<file path="config.mk">
export PLATFORM = sky130hd
export DESIGN_NAME = val2_shifter_pipe
export DESIGN_NICKNAME = d
export VERILOG_FILES = /design/src/rtl/val2_pkg.sv /design/src/rtl/val2_barrel.sv /design/src/rtl/val2_shifter_pipe.sv
export SDC_FILE = /design/constraint.sdc
export NUM_CORES = 1
export LEC_CHECK = 0
export ABC_AREA = 1
export CORE_ASPECT_RATIO = 1.1
export CORE_MARGIN = 2
export CORE_UTILIZATION = 55
export DETAILED_ROUTE_END_ITERATION = 7
export HOLD_SLACK_MARGIN = 0.05
export MAX_ROUTING_LAYER = met4
export PLACE_DENSITY_LB_ADDON = 0.1
export SYNTH_ARGS = -nofsm -noshare
export SYNTH_HDL_FRONTEND = slang
export SYNTH_SLANG_ARGS = --single-unit
</file>
<file path="constraint.sdc">
create_clock -name clk -period 2.3 [get_ports clk]
set_clock_uncertainty 0.1 [all_clocks]
set_input_delay 0.46 -clock clk [delete_from_list [all_inputs] [get_ports clk]]
set_output_delay 0.46 -clock clk [all_outputs]
set_load 0.02 [all_outputs]
</file>
<file path="src/rtl/val2_pkg.sv">
`default_nettype none
// ============================================================================
// Module   : val2_pkg
// Brief    : Shared types for the val2 shifter pipeline
//            (optional shifter carry: VAL2_SHIFTER_CARRY_EN)
// Revision : 1.0
// ============================================================================
package val2_pkg;

  localparam int DEF_DATA_W = 32;

  typedef enum logic [1:0] {
    LSL = 2'd0,
    LSR = 2'd1,
    ASR = 2'd2,
    ROR = 2'd3
  } shift_t;

  typedef enum logic [1:0] {
    OP_MEM = 2'd0,
    OP_IMM = 2'd1,
    OP_REG = 2'd2
  } op_kind_t;

  // Decoded request held in S1 alongside the operand value
  typedef struct packed {
    op_kind_t   kind;
    shift_t     sh;
    logic       rrx;
    logic [7:0] amt;
    logic       carry;
  } s1_ctrl_t;

endpackage
`default_nettype wire

</file>
<file path="src/rtl/val2_barrel.sv">
`default_nettype none
// ============================================================================
// Module   : val2_barrel
// Brief    : Combinational log-depth shifter with carry-out
// Revision : 1.0
// ============================================================================
module val2_barrel
  import val2_pkg::*;
#(
  parameter int DATA_W   = DEF_DATA_W,
  parameter bit CARRY_EN = 1'b1
) (
  input  logic [DATA_W-1:0] value_i,
  input  shift_t            sh_i,
  input  logic [7:0]        amt_i,
  input  logic              rrx_i,
  input  logic              carry_i,
  output logic [DATA_W-1:0] result_o,
  output logic              carry_o
);

  localparam int         LG     = $clog2(DATA_W) + 1;
  localparam int         RW     = $clog2(DATA_W);
  localparam logic [7:0] C_LSAT = 8'(DATA_W + 1);
  localparam logic [7:0] C_ASAT = 8'(DATA_W);

  logic [LG-1:0]     w_lamt;
  logic [LG-1:0]     w_aamt;
  logic [DATA_W:0]   w_lsl;
  logic [DATA_W:0]   w_lsr;
  logic [DATA_W:0]   w_asr;
  logic [DATA_W-1:0] w_ror;
  logic              w_carry;

  // Saturating one past the width makes every out-of-range shift carry 0
  assign w_lamt = (amt_i > C_LSAT) ? C_LSAT[LG-1:0] : amt_i[LG-1:0];
  assign w_aamt = (amt_i > C_ASAT) ? C_ASAT[LG-1:0] : amt_i[LG-1:0];

  always_comb begin
    w_lsl = {1'b0, value_i};
    w_lsr = {value_i, 1'b0};
    w_asr = {value_i, 1'b0};
    w_ror = value_i;
    for (int k = 0; k < LG; k++) begin
      if (w_lamt[k]) begin
        w_lsl = w_lsl << (1 << k);
        w_lsr = w_lsr >> (1 << k);
      end
      if (w_aamt[k]) w_asr = $signed(w_asr) >>> (1 << k);
    end
    for (int k = 0; k < RW; k++) begin
      if (amt_i[k]) w_ror = (w_ror >> (1 << k)) | (w_ror << (DATA_W - (1 << k)));
    end
  end

  always_comb begin
    result_o = value_i;
    w_carry  = carry_i;
    if (rrx_i) begin
      result_o = {carry_i, value_i[DATA_W-1:1]};
      w_carry  = value_i[0];
    end else if (amt_i != 8'd0) begin
      case (sh_i)
        LSL: begin result_o = w_lsl[DATA_W-1:0]; w_carry = w_lsl[DATA_W]; end
        LSR: begin result_o = w_lsr[DATA_W:1];   w_carry = w_lsr[0];      end
        ASR: begin result_o = w_asr[DATA_W:1];   w_carry = w_asr[0];      end
        ROR: begin result_o = w_ror;             w_carry = w_ror[DATA_W-1]; end
        default: ;
      endcase
    end
  end

  assign carry_o = CARRY_EN ? w_carry : carry_i;

endmodule
`default_nettype wire

</file>
<file path="src/rtl/val2_shifter_pipe.sv">
`default_nettype none
// ============================================================================
// Module   : val2_shifter_pipe
// Brief    : Two-stage operand-2 shifter; VAL2_SHIFTER_CARRY_EN enables the
//            shifter carry, otherwise carry_out is the request's carry_in
// Revision : 1.0
// ============================================================================
module val2_shifter_pipe
  import val2_pkg::*;
#(
  parameter int DATA_W = DEF_DATA_W
) (
  input  logic              clk,
  input  logic              rst_n,
  input  logic              in_valid,
  output logic              in_ready,
  input  logic              imm,
  input  logic              mem_en,
  input  logic              reg_shift,
  input  logic [11:0]       shifter_operand,
  input  logic [DATA_W-1:0] rm_val,
  input  logic [7:0]        rs_val,
  input  logic              carry_in,
  input  logic              flush,
  output logic              out_valid,
  input  logic              out_ready,
  output logic [DATA_W-1:0] val2,
  output logic              carry_out
);

`ifdef VAL2_SHIFTER_CARRY_EN
  localparam bit C_CARRY_EN = 1'b1;
`else
  localparam bit C_CARRY_EN = 1'b0;
`endif
  localparam logic [7:0] C_W = 8'(DATA_W);

  logic              s1_valid_q, s1_valid_d;
  logic              s2_valid_q, s2_valid_d;
  s1_ctrl_t          s1_ctrl_q, s1_ctrl_d;
  logic [DATA_W-1:0] s1_value_q, s1_value_d;
  logic [DATA_W-1:0] val2_q, val2_d;
  logic              carry_q, carry_d;
  logic              w_s1_adv;
  logic              w_accept;
  logic [DATA_W-1:0] w_bar_result;
  logic              w_bar_carry;

  assign w_s1_adv = !s2_valid_q || out_ready;
  assign in_ready = rst_n && !flush && (!s1_valid_q || w_s1_adv);
  assign w_accept = in_valid && in_ready;

  // Immediate-encoded zero shifts are remapped so the barrel sees plain amounts
  always_comb begin
    s1_ctrl_d  = s1_ctrl_q;
    s1_value_d = s1_value_q;
    if (w_accept) begin
      s1_ctrl_d.carry = carry_in;
      s1_ctrl_d.rrx   = 1'b0;
      if (mem_en) begin
        s1_ctrl_d.kind = OP_MEM;
        s1_ctrl_d.sh   = LSL;
        s1_ctrl_d.amt  = 8'd0;
        s1_value_d     = {{(DATA_W-12){shifter_operand[11]}}, shifter_operand};
      end else if (imm) begin
        s1_ctrl_d.kind = OP_IMM;
        s1_ctrl_d.sh   = ROR;
        s1_ctrl_d.amt  = {3'b000, shifter_operand[11:8], 1'b0};
        s1_value_d     = {{(DATA_W-8){1'b0}}, shifter_operand[7:0]};
      end else begin
        s1_ctrl_d.kind = OP_REG;
        s1_ctrl_d.sh   = shift_t'(shifter_operand[6:5]);
        s1_value_d     = rm_val;
        if (reg_shift) begin
          s1_ctrl_d.amt = rs_val;
        end else if (shifter_operand[11:7] != 5'd0) begin
          s1_ctrl_d.amt = {3'b000, shifter_operand[11:7]};
        end else begin
          s1_ctrl_d.amt = 8'd0;
          case (shift_t'(shifter_operand[6:5]))
            LSR, ASR: s1_ctrl_d.amt = C_W;
            ROR:      s1_ctrl_d.rrx = 1'b1;
            default:  ;
          endcase
        end
      end
    end
  end

  val2_barrel #(
    .DATA_W   (DATA_W),
    .CARRY_EN (C_CARRY_EN)
  ) u_barrel (
    .value_i  (s1_value_q),
    .sh_i     (s1_ctrl_q.sh),
    .amt_i    (s1_ctrl_q.amt),
    .rrx_i    (s1_ctrl_q.rrx),
    .carry_i  (s1_ctrl_q.carry),
    .result_o (w_bar_result),
    .carry_o  (w_bar_carry)
  );

  always_comb begin
    s1_valid_d = s1_valid_q;
    s2_valid_d = s2_valid_q;
    val2_d     = val2_q;
    carry_d    = carry_q;
    if (!s1_valid_q || w_s1_adv) s1_valid_d = w_accept;
    if (w_s1_adv) begin
      s2_valid_d = s1_valid_q;
      if (s1_valid_q) begin
        val2_d  = (s1_ctrl_q.kind == OP_MEM) ? s1_value_q : w_bar_result;
        carry_d = (s1_ctrl_q.kind == OP_MEM) ? s1_ctrl_q.carry : w_bar_carry;
      end
    end
    if (flush) begin
      s1_valid_d = 1'b0;
      s2_valid_d = 1'b0;
    end
  end

  always_ff @(posedge clk or negedge rst_n) begin
    if (!rst_n) begin
      s1_valid_q <= 1'b0;
      s2_valid_q <= 1'b0;
      s1_ctrl_q  <= '0;
      s1_value_q <= '0;
      val2_q     <= '0;
      carry_q    <= 1'b0;
    end else begin
      s1_valid_q <= s1_valid_d;
      s2_valid_q <= s2_valid_d;
      s1_ctrl_q  <= s1_ctrl_d;
      s1_value_q <= s1_value_d;
      val2_q     <= val2_d;
      carry_q    <= carry_d;
    end
  end

  assign out_valid = s2_valid_q;
  assign val2      = val2_q;
  assign carry_out = carry_q;

endmodule
`default_nettype wire
</file>
==> results.json, run 1 <==
{
  "tritoncts_num_sinks": 81,
  "synthDistinctLibCells": 43,
  "globalRoute.totalOverflow": 24,
  "fp-row-count": 54,
  "haltStage": "global routing (5_1_grt)",
  "tritoncts.num_buffers": 9,
  "die_height_um": 151.7,
  "postSynthCellCount": 1983,
  "dpl-instance-area_mm2": 0.01406,
  "synth_fp_nets": 2045,
  "cts.root.buffer_cell": "sky130_fd_sc_hd__clkbuf_16",
  "synth-main-ff-cell": "sky130_fd_sc_hd__dfrtp_1",
  "place_hpwl_mm": 42.23,
  "io_buffer_count": 95,
  "synth.yosys.seq_area_share": 0.1857,
  "number_of_flops_mapped_to_enable_cells_by_yosys": 0,
  "result_of_the_run": "stopped before the end",
  "err": "[ERROR GRT-0232] Routing congestion too high. Check the congestion heatmap in the GUI.",
  "yosys_synthesis_warning_count": 0,
  "clk_path_buf_depth": 2,
  "grt_use_total": 0.7484,
  "synth-async-reset-ratio": 1.000,
  "htree_levels": 3,
  "io_pins": 96,
  "mapped_area_mm2": 0.01091,
  "finalWeightedCongestion": 1.359,
  "ys_seq_elements": 81,
  "syn_area_per_cell_um2": 5.504,
  "place.detailed.instances": 2481,
  "grt_max_degree": 65,
  "dpl_worst_slack_ns": -0.6967,
  "floorplan.initialDensity": 0.5551,
  "die_w_um": 138.3
}
[cells by family after synthesis]
group,share of synthesized area
AND/OR/NAND/NOR,0.5238
AO/OA/AOI/OAI,0.1798
buffers and inverters,0.09584
flip-flops,0.1857
multiplexers,0.01376
adder cells (fa/ha/maj),0.001146
[cells in the mapped netlist (2+ instances only)]
cell type                  instances  share of area
sky130_fd_sc_hd__nand2_1         587           0.20
sky130_fd_sc_hd__nand3_1         511           0.23
sky130_fd_sc_hd__a21oi_1         161          0.074
sky130_fd_sc_hd__o21ai_0         139          0.064
sky130_fd_sc_hd__nor2_1          104          0.036
sky130_fd_sc_hd__dfrtp_1          81           0.19
sky130_fd_sc_hd__inv_1            73          0.025
sky130_fd_sc_hd__clkbuf_1         67          0.023
sky130_fd_sc_hd__buf_2            59          0.027
sky130_fd_sc_hd__nand4_1          47          0.027
sky130_fd_sc_hd__o211ai_1         34          0.023
sky130_fd_sc_hd__buf_1            18         0.0062
sky130_fd_sc_hd__mux2i_1          15          0.014
sky130_fd_sc_hd__o21ai_1          12         0.0055
sky130_fd_sc_hd__buf_4             8         0.0055
sky130_fd_sc_hd__clkinv_1          8         0.0028
sky130_fd_sc_hd__and2_1            6         0.0034
sky130_fd_sc_hd__inv_2             5         0.0017
sky130_fd_sc_hd__nand3_2           4         0.0037
sky130_fd_sc_hd__o22ai_1           4         0.0023
sky130_fd_sc_hd__a31oi_1           3         0.0017
sky130_fd_sc_hd__buf_6             3         0.0031
sky130_fd_sc_hd__nand2_8           3         0.0055
sky130_fd_sc_hd__nor2_2            3         0.0017
sky130_fd_sc_hd__nor3_1            3         0.0014
sky130_fd_sc_hd__o21a_1            3         0.0021
sky130_fd_sc_hd__or2_2             3         0.0017
sky130_fd_sc_hd__a22oi_1           2         0.0014
sky130_fd_sc_hd__nand3b_1          2         0.0014
sky130_fd_sc_hd__nor2_4            2         0.0021
[metal layers]
metal / GRT overflow / GRT usage
met5: - / -
met2: 8 / 0.8933
met3: 2 / 0.6248
met1: 1 / 0.7246
met4: 13 / 0.7122
[per-stage QoR]
| step | TNS (ns) | util |
|---|---|---|
| global placement | -14.12 | 0.7149 |
| floorplan | 0 | - |
| detailed placement | -18.76 | 0.7149 |
| CTS | -10.71 | 0.7738 |
[what timing repair did]
item                                    in CTS
pin swaps                                   52
resized for setup                          222
hold buffers                                 0
gates cloned                                 5
buffers inserted                            15
endpoints found under the setup margin      33
==> inputs of run 2 (changes only) <==
--- a/config.mk
+++ b/config.mk
@@ -6,13 +6,10 @@
 export NUM_CORES = 1
 export LEC_CHECK = 0
 export ABC_AREA = 1
-export CORE_ASPECT_RATIO = 1.1
 export CORE_MARGIN = 2
-export CORE_UTILIZATION = 55
+export CORE_UTILIZATION = 40
 export DETAILED_ROUTE_END_ITERATION = 7
-export HOLD_SLACK_MARGIN = 0.05
-export MAX_ROUTING_LAYER = met4
-export PLACE_DENSITY_LB_ADDON = 0.1
+export PLACE_DENSITY_LB_ADDON = 0.15
 export SYNTH_ARGS = -nofsm -noshare
 export SYNTH_HDL_FRONTEND = slang
 export SYNTH_SLANG_ARGS = --single-unit
==> constraint.sdc (replaced) <==
create_clock -name clk -period 2.99 [get_ports clk]
set_clock_uncertainty 0.1 [all_clocks]
set_input_delay 0.598 -clock clk [delete_from_list [all_inputs] [get_ports clk]]
set_output_delay 0.598 -clock clk [all_outputs]
set_load 0.02 [all_outputs]
==> results.json, run 2 <==
{
  "slew_viol_final": 0,
  "synth_top_cells_by_count": "587 x sky130_fd_sc_hd__nand2_1, 511 x sky130_fd_sc_hd__nand3_1, 161 x sky130_fd_sc_hd__a21oi_1, 139 x sky130_fd_sc_hd__o21ai_0, 104 x sky130_fd_sc_hd__nor2_1",
  "cp-end-kind": "flop",
  "grt_max_degree": 68,
  "wl_met1_mm": 23.97,
  "arrival_ns": 3.22,
  "power_density_mw_per_mm2": 804.6,
  "synth_fp_nets": 2045,
  "setup_violations": 4,
  "syn_area_per_cell_um2": 5.504,
  "worstPathMaxFanout": 11,
  "worstPathRequired_ns": 3.11,
  "max_freq_ghz": 0.3233,
  "fin_cells": 2524,
  "drtPass1Iterations": 7,
  "timing.hold.worst.class": "input pin to asynchronous set/reset pin",
  "total_via_count_after_detailed_routing": 16090,
  "globalRoute.totalOverflow": 0,
  "vdd_ir_max_uv": 664.7,
  "number_of_flops_mapped_to_enable_cells_by_yosys": 0,
  "cts_tree": "yes",
  "rsz0062_at_grt": "true",
  "worst-r2r-cell-count": 16,
  "highest_routing_layer_actually_used": "met5",
  "core_area_mm2": 0.02688,
  "p_total_mw": 11.53,
  "tritoncts.num_buffers": 9,
  "io_buffer_count": 95,
  "finalWeightedCongestion": 1.120,
  "grt_use_total": 0.4478,
  "yosys_synthesis_warning_count": 0,
  "fraction_of_synthesized_cell_area_taken_by_the_top_area_cell_type": 0.2343,
  "io_pins": 96,
  "result_of_the_run": "finished with violations",
  "place.detailed.instances": 2496,
  "timing.hold.ws_ns": 0.01937,
  "synth.yosys.seq_area_share": 0.1857,
  "startpoint_of_the_worst_register_to_register_path": "s1_ctrl_q[5]",
  "wl_per_cell_um": 25.99,
  "cts.root.buffer_cell": "sky130_fd_sc_hd__clkbuf_16",
  "synth.most_common_cell": "sky130_fd_sc_hd__nand2_1",
  "cts.reportedPaths.clkPinSlew_ns": 0.07,
  "antenna_found_initial": 2,
  "design.final.nets": 2239,
  "fin_ws_ns": -0.1028,
  "antenna_left": 0,
  "slew_headroom": 0.4197,
  "ys_top_cells_by_area": "sky130_fd_sc_hd__nand3_1 23%, sky130_fd_sc_hd__nand2_1 20%, sky130_fd_sc_hd__dfrtp_1 19%",
  "synth-main-ff-cell": "sky130_fd_sc_hd__dfrtp_1",
  "vias_per_cell": 6.376,
  "clk_path_buf_depth": 2,
  "final_period_minus_worst_setup_slack_ns": 3.093,
  "violations_in_the_final_reports": "setup timing",
  "wl_met2_mm": 28.02,
  "r2r-end": "val2[14]",
  "htree_levels": 3,
  "synth-async-reset-ratio": 1.000,
  "grt_pass1_vias": 14970,
  "design.die.area_mm2": 0.02862,
  "power.static_leakage_nw": 6.839,
  "mapped_area_mm2": 0.01091,
  "dr.first_iter.drc_count": 2625,
  "worst_setup_path_start_kind": "flop",
  "multi_input_comb_area_mm2": 0.008163,
  "register_area_mm2": 0.002029,
  "die_height_um": 169.2,
  "wl_met3_mm": 7.926,
  "final_common_cell": "sky130_fd_sc_hd__nand2_1",
  "ys_seq_elements": 81,
  "tritoncts_num_sinks": 81,
  "place_hpwl_mm": 50.63,
  "maxCapViolCount": 0,
  "wl_mm": 65.60,
  "synth_largest_area_cell": "sky130_fd_sc_hd__nand3_1",
  "drt_drc_violations_left": 0,
  "postSynthCellCount": 1983,
  "dpl-instance-area_mm2": 0.01351,
  "flow.area_growth_from_synthesis_pct": 31.30,
  "finalHoldViolCount": 0,
  "drive_above_1_share": 0.1622,
  "tightest_slew_ns": 0.8704,
  "number_of_filler_instances_in_the_final_layout": 2895,
  "layout.cells.most_common_list": "574 x sky130_fd_sc_hd__nand2_1, 490 x sky130_fd_sc_hd__nand3_1, 213 x sky130_fd_sc_hd__buf_4",
  "synthDistinctLibCells": 43,
  "floorplan.initialDensity": 0.4061,
  "timing_worst_setup_path_type": "flop to flop",
  "die_w_um": 169.2,
  "finalInstanceArea_mm2": 0.01433,
  "worst_setup_path_startpoint": "s1_ctrl_q[5]",
  "fp-row-count": 60,
  "fin_crit_sh": 1.034,
  "worst-r2r-setup-slack_ns": -0.10,
  "dpl_worst_slack_ns": -0.1773,
  "insertion_delay_ns": 0.34,
  "grt_first_pass_wirelength_mm": 94.89
}
[run 2: cell counts after synthesis]
Identical to the previous run, type by type.
[run 2: layout make-up]
type,instances,share of cell area
antenna,1,0.0001746
clock buffer,10,0.01668
clock inverter,6,0.005064
inverter,86,0.02340
multi-input combinational,1662,0.5696
sequential,81,0.1416
tap,341,0.02977
timing repair buffer,337,0.2137
[run 2: where the power goes]
part | total [mW] | switching (mW) | internal (mW)
Combinational | 8.75 | 5.76 | 2.99
Sequential | 1.59 | 0.232 | 1.35
Clock | 1.19 | 0.507 | 0.683
Total | 11.5 | 6.50 | 5.03
[run 2: worst max path at each step]
stage                     slack [ns]  cells after the start       end
after floorplan                 0.78                     18  val2[24]
after global placement         -0.19                     15  val2[10]
after detailed placement       -0.18                     18  val2[22]
after CTS                      0.002                     16  val2[22]
after global routing           -0.13                     17  val2[14]
final                          -0.10                     16  val2[14]
[run 2: worst max-delay path, cell delays in order, from the launching register on]
cell and delay [ns]:
sky130_fd_sc_hd__dfrtp_2 0.44, sky130_fd_sc_hd__inv_2 0.09, sky130_fd_sc_hd__nand2_2 0.06, sky130_fd_sc_hd__nor2_4 0.23
sky130_fd_sc_hd__nand3_2 0.22, sky130_fd_sc_hd__nand2_8 0.22, sky130_fd_sc_hd__buf_4 0.20, sky130_fd_sc_hd__nand3_1 0.11
sky130_fd_sc_hd__nand3_1 0.19, sky130_fd_sc_hd__nand3_1 0.12, sky130_fd_sc_hd__nand3_1 0.09, sky130_fd_sc_hd__nand3_1 0.10
sky130_fd_sc_hd__a21oi_1 0.17, sky130_fd_sc_hd__buf_4 0.16, sky130_fd_sc_hd__nand4_1 0.24, sky130_fd_sc_hd__nand2_1 0.15
sky130_fd_sc_hd__a21oi_1 0.08
[run 2: timing repair]
item / in CTS / in global routing
gates cloned: 1 / 4
hold buffers: 0 / 0
endpoints found under the setup margin: 13 / 30
pin swaps: 5 / 18
gates resized for setup: 20 / 106
buffers inserted: 0 / 6
[run 2: stage by stage]
step / util / setup TNS, ns
2_1_floorplan: - / 0
3_3_place_gp: 0.5027 / -0.7673
3_5_place_dp: 0.5027 / -1.083
4_1_cts: 0.5166 / 0
5_1_grt: 0.5331 / -1.238
6_report: 0.5332 / -0.2834
[run 2: kinds of logic after synthesis]
family / synth area share
adder cells (fa/ha/maj): 0.001146
multiplexers: 0.01376
flip-flops: 0.1857
buffers and inverters: 0.09584
AO/OA/AOI/OAI: 0.1798
AND/OR/NAND/NOR: 0.5238
[run 2: metal layers]
metal	GRT usage	up-vias
met5	0	-
met4	0.3014	2
met3	0.09818	314
met2	0.6909	1185
met1	0.5611	7392
li1	-	7201
Power figures use the tool's default switching activity.
